### src/rtl/lcb_pkg.sv
// lcb_pkg: shared state encoding and request-byte format
// for the LCB poll scheduler.
package lcb_pkg;

  typedef enum logic [2:0] {
    S_IDLE,
    S_SEND,
    S_RECV,
    S_GAP,
    S_DONE
  } lcb_state_t;

  localparam logic [2:0] RQ_PREFIX = 3'b101;

  function automatic logic [7:0] rq_byte(
    input logic [4:0] num
  );
    return {RQ_PREFIX, num};
  endfunction

endpackage

### src/rtl/lcb_byte_counter.sv
// lcb_byte_counter: rxValid rising-edge detector and saturating
// response byte counter for the LCB poll scheduler.
module lcb_byte_counter #(
  parameter int CW  = 4,
  parameter int MAX = 15
) (
  input  logic          clk,
  input  logic          reset,
  input  logic          i_clr,
  input  logic          i_en,
  input  logic          i_rx_valid,
  output logic [CW-1:0] o_cnt,
  output logic [CW-1:0] o_cnt_nxt
);

  localparam logic [CW-1:0] W_MAX = CW'(MAX);

  logic          r_prev;
  logic [CW-1:0] r_cnt;
  logic          w_rise;

  assign w_rise = i_rx_valid & ~r_prev;
  assign o_cnt  = r_cnt;

  // o_cnt_nxt includes this cycle's edge so the scheduler can
  // let a last byte landing on the timeout cycle win.
  always_comb begin
    o_cnt_nxt = r_cnt;
    if (i_en && w_rise && r_cnt != W_MAX)
      o_cnt_nxt = r_cnt + 1'b1;
  end

  always_ff @(posedge clk) begin
    if (reset) begin
      r_prev <= 1'b0;
      r_cnt  <= '0;
    end else begin
      r_prev <= i_rx_valid;
      r_cnt  <= i_clr ? '0 : o_cnt_nxt;
    end
  end

endmodule

### src/rtl/lcb_poll_sched.sv
// lcb_poll_sched: polls NUM_LCB units per frame with timeouts.
// Define LCB_POLL_RETRY_EN to retry a timed-out unit once.
module lcb_poll_sched
  import lcb_pkg::*;
#(
  parameter int NUM_LCB      = 24,
  parameter int BYTES_PER_RQ = 15,
  parameter int TIMEOUT_CYC  = 4096,
  parameter int GAP_CYC      = 16
) (
  input  logic       clk,
  input  logic       reset,
  input  logic       start,
  input  logic       txReady,
  output logic       txStart,
  output logic [7:0] txByte,
  input  logic       rxValid,
  output logic [4:0] LCBrqNumber,
  output logic       busy,
  output logic       frameDone,
  output logic       timeoutErr,
  output logic [7:0] errCnt
);

  localparam int CW = $clog2(BYTES_PER_RQ + 1);
  localparam int TW = $clog2(TIMEOUT_CYC + 1);
  localparam int GW = $clog2(GAP_CYC + 1);

  localparam logic [CW-1:0] W_FULL   = CW'(BYTES_PER_RQ);
  localparam logic [TW-1:0] TO_LAST  = TW'(TIMEOUT_CYC - 1);
  localparam logic [GW-1:0] GAP_LAST = GW'(GAP_CYC - 1);
  localparam logic [4:0]    NUM_LAST = 5'(NUM_LCB - 1);

  lcb_state_t    r_state;
  lcb_state_t    w_next;
  logic [4:0]    r_num;
  logic [TW-1:0] r_timer;
  logic [GW-1:0] r_gap;
  logic [7:0]    r_err_cnt;

  logic [CW-1:0] w_cnt;
  logic [CW-1:0] w_cnt_nxt;
  logic          w_rx_done;
  logic          w_to;
  logic          w_retry_go;
  logic          w_gap_end;
  logic          w_last;

  lcb_byte_counter #(
    .CW  (CW),
    .MAX (BYTES_PER_RQ)
  ) u_cnt (
    .clk        (clk),
    .reset      (reset),
    .i_clr      (r_state == S_SEND),
    .i_en       (r_state == S_RECV),
    .i_rx_valid (rxValid),
    .o_cnt      (w_cnt),
    .o_cnt_nxt  (w_cnt_nxt)
  );

  assign w_rx_done = (w_cnt == W_FULL) && !rxValid;
  assign w_to      = (r_state == S_RECV) && (r_timer == TO_LAST)
                  && (w_cnt_nxt != W_FULL);
  assign w_gap_end = (r_gap == GAP_LAST);
  assign w_last    = (r_num == NUM_LAST);

`ifdef LCB_POLL_RETRY_EN
  logic r_retry;

  assign w_retry_go = w_to & ~r_retry;

  always_ff @(posedge clk) begin
    if (reset)
      r_retry <= 1'b0;
    else if (w_retry_go)
      r_retry <= 1'b1;
    else if (r_state == S_GAP || r_state == S_IDLE)
      r_retry <= 1'b0;
  end
`else
  assign w_retry_go = 1'b0;
`endif

  always_comb begin
    w_next     = r_state;
    txStart    = 1'b0;
    txByte     = 8'h00;
    busy       = 1'b0;
    frameDone  = 1'b0;
    timeoutErr = 1'b0;
    unique case (r_state)
      S_IDLE: begin
        if (start)
          w_next = S_SEND;
      end
      S_SEND: begin
        busy   = 1'b1;
        txByte = rq_byte(r_num);
        if (txReady) begin
          txStart = 1'b1;
          w_next  = S_RECV;
        end
      end
      S_RECV: begin
        busy = 1'b1;
        if (w_rx_done) begin
          w_next = S_GAP;
        end else if (w_retry_go) begin
          w_next = S_SEND;
        end else if (w_to) begin
          timeoutErr = 1'b1;
          w_next     = S_GAP;
        end
      end
      S_GAP: begin
        busy = 1'b1;
        if (w_gap_end)
          w_next = w_last ? S_DONE : S_SEND;
      end
      S_DONE: begin
        frameDone = 1'b1;
        w_next    = S_IDLE;
      end
      default: w_next = S_IDLE;
    endcase
  end

  always_ff @(posedge clk) begin
    if (reset) begin
      r_state   <= S_IDLE;
      r_num     <= '0;
      r_timer   <= '0;
      r_gap     <= '0;
      r_err_cnt <= '0;
    end else begin
      r_state <= w_next;
      if (r_state == S_IDLE && start)
        r_num <= '0;
      else if (r_state == S_GAP && w_gap_end && !w_last)
        r_num <= r_num + 1'b1;
      r_timer <= (r_state == S_RECV) ? r_timer + 1'b1 : '0;
      r_gap   <= (r_state == S_GAP) ? r_gap + 1'b1 : '0;
      if (timeoutErr && r_err_cnt != 8'hFF)
        r_err_cnt <= r_err_cnt + 1'b1;
    end
  end

  assign LCBrqNumber = r_num;
  assign errCnt      = r_err_cnt;

endmodule

### config.mk
export PLATFORM = sky130hd
export DESIGN_NAME = lcb_poll_sched
export DESIGN_NICKNAME = d
export VERILOG_FILES = /design/src/rtl/lcb_pkg.sv /design/src/rtl/lcb_byte_counter.sv /design/src/rtl/lcb_poll_sched.sv
export SDC_FILE = /design/constraint.sdc
export NUM_CORES = 1
export LEC_CHECK = 0
export CORE_MARGIN = 3
export CORE_UTILIZATION = 50
export CTS_CLUSTER_SIZE = 20
export DETAILED_ROUTE_END_ITERATION = 16
export PLACE_DENSITY = 0.76
export SKIP_CTS_REPAIR_TIMING = 1
export SYNTH_ARGS = -nofsm -noshare
export SYNTH_HDL_FRONTEND = slang
export SYNTH_SLANG_ARGS = --single-unit
export TNS_END_PERCENT = 30
### constraint.sdc
create_clock -name clk -period 3.4 [get_ports clk]
set_clock_uncertainty 0.1 [all_clocks]
set_input_delay 0.68 -clock clk [delete_from_list [all_inputs] [get_ports clk]]
set_output_delay 0.68 -clock clk [all_outputs]
set_load 0.02 [all_outputs]
==> results.toml <==
[grt]
track_usage_pct = 19.3
grt_pass1_wl_um = 6640
grt_pass1_vias = 1497
antenna_found_initial = 0
overflow = 0
grt_max_degree = 16

[flow_run]
drv_cap = 0

[critical_path]
worstSetupPathType = "reg -> out"
crit_buf_inv = 1
crit_required_ps = 2620
critPathTopFamily = "simple AND/OR/NAND/NOR gates"
endpoint_kind = "output pin"
worst_path_largest_cell_delay_ps = 620
crit_arrival_ps = 2340
crit_top_cell = "nor2b_1"
crit_slowest_cell = "clkdlybuf4s50_1"
cp_cell_sequence = "nor2b_1 > nor2b_1 > and2_1 > clkdlybuf4s50_1"
start_kind = "flop"
crit_fanout = 10

[synthesis]
netlist_area_um2 = 1900
async_reset_ff_share_pct = 0
yosys_warnings = 0
avgSynthCellArea_um2 = 8.59
yosys-top-cells-count = "dfxtp_1, nor2_1, a21oi_1, nand3_1, or3_1"
ys_seq_area_share_pct = 41.1
yosysMostFrequentCell = "dfxtp_1"
synth_top_area_share_pct = 41.1
synth_cell_types = 39
yosysTopAreaCell = "dfxtp_1"
ys.flop_type = "dfxtp_1"
ys_ff_latch = 39
netlist_top_cells_area = "dfxtp_1, nor2_1, a21oi_1"
synth-edff-count = 0
postSynthCellCount = 221
syn_nets = 232

[finish]
multi_input_area_um2 = 1040
fin_util_pct = 67.1
nFillCells = 304
insertedDiodeCount = 0
final-seq-area_um2 = 781
area_delta_synth_final_pct = 23.5
drive_gt1_share_pct = 6.37
nets = 261

[detailed_routing]
vias = 1615
wl_per_cell_um = 12.6
postRouteAntennaNets = 0
viasPerCell = 5.44
drtIter0Drc = 138
drc = 0
first_pass_iters = 4
routed_wl_um = 3760

[min_path]
hold_path.class = "reg -> reg"

[timing]
hold_viol = 0
finalCriticalPeriod_ps = 3120
final.setup.tns_ps = 0
period_share_pct = 91.7
fmax_mhz = 321
finalMaxSlewViolations = 0
worst_pin_slew_ps = 553
rsz0062_at_grt = "no"
slew_headroom_pct = 63.0
setup_viol_count_final = 0

[clock_tree]
htreeDepth = 2
insertion_delay_ps = 290
cts_buffers = 5
cts.clk_slew.worst_paths_ps = 70
cts_tree = "yes"
clockBufferDepth = 2
cts_root_buf = "clkbuf_8"
cts_sinks = 39

[run_status]
status = "complete, no violations"

[floorplanning]
die_w_um = 67.6
ios = 30
die_y_um = 67.6
rows = 21
core-area_um2 = 3490
initial_core_util_pct = 54.4
die_area_um2 = 4570

[placement]
portBuffers = 28
globalplace.congestion = 0.728
dp_hpwl_um = 2650

[power]
leakage_nw = 0.831
p_total_mw = 1.03
peakVddDrop_uv = 297
powerDensity_nw_per_um2 = 438
==> metrics by stage <==
step	setup WS, ps	std cells	hold slack (ps)	instance area (µm²)
3_5_place_dp	91.8	289	350	2200
5_1_grt	88.3	297	375	2340
2_1_floorplan	958	221	318	1900
3_3_place_gp	58.8	289	336	2200
6_report	281	297	357	2340
4_1_cts	58.6	297	360	2340
==> final timing paths <==
path | cells past startpoint | slack, ps | end | startpoint
setup / recovery | 4 | 280 | txByte[1] | r_state[0]
hold / removal | 1 | 360 | r_gap[0] | r_gap[0]
hold reg to reg | 1 | 360 | r_gap[0] | r_gap[0]
setup reg to reg | 6 | 1220 | errCnt[4] | r_timer[0]
==> registers in the layout (all words and copies together) (netlist names) <==
signal	count
LCBrqNumber	5
errCnt	8
r_gap	5
r_state	3
r_timer	13
u_cnt.o_cnt	4
u_cnt.r_prev	1
==> cell usage in the layout (no fill, tap or decap), types with 2 or more instances in the layout <==
cell type | Yosys | final
a21oi_1 | 17 | 17
a22oi_1 | 2 | 2
a31o_2 | 2 | 2
and2_1 | 8 | 8
and3_1 | 4 | 4
and4_1 | 3 | 3
and4b_1 | 3 | 3
buf_4 | 3 | 2
bufinv_16 | 0 | 2
clkbuf_8 | 0 | 5
clkdlybuf4s50_1 | 0 | 27
dfxtp_1 | 39 | 39
ha_1 | 6 | 6
inv_1 | 9 | 9
nand2_1 | 8 | 8
nand3_1 | 10 | 10
nand4_1 | 9 | 9
nand4_2 | 2 | 2
nor2_1 | 27 | 27
nor2b_1 | 5 | 5
nor3_1 | 9 | 9
o21ai_0 | 9 | 9
or3_1 | 10 | 10
xnor2_1 | 9 | 9
xor2_1 | 7 | 7
==> worst register-to-register path: stages, from the launching register on <==
cell	delay, ps
dfxtp_1	380
ha_1	210
nand3_1	200
nor3_1	460
nand4_2	250
or3_1	390
a21oi_1	130
==> area by class of cell <==
cell class,instances,share of cell area (%)
multi-input cells,165,44.5
flip-flops and latches,39,33.3
repair buffers,30,12.7
clock buffers,6,3.09
clock inverters,2,2.56
well taps,46,2.45
inverters,9,1.44
==> layer usage <==
| metal | wire length (µm) | up-vias | track usage, % |
|---|---|---|---|
| met3 | 161 | 4 | 5.99 |
| met1 | 1870 | 739 | 25.5 |
| met2 | 1670 | 29 | 29.3 |
| met5 | 0 | - | 0 |
| met4 | 48 | 0 | 7.59 |
| li1 | - | 843 | - |
==> kinds of logic after synthesis <==
logic type                 Yosys count  synth area share [%]
AOI/OAI and AO/OA                   34                  10.7
xor gates and xnor gates            16                  7.38
adders and majority gates            6                  3.95
buffers and inverters               17                  4.35
DFF                                 39                  41.1
muxes                                1                 0.527
other                                1                 0.197
and+or+nand+nor                    107                  31.8
==> power by group <==
group / switching (mW) / internal [mW] / total, mW
combinational: 0.0546 / 0.0438 / 0.0984
clock: 0.160 / 0.293 / 0.454
sequential: 0.0119 / 0.463 / 0.475
total: 0.227 / 0.800 / 1.03
Note: power is estimated with default switching activity, not from simulation.
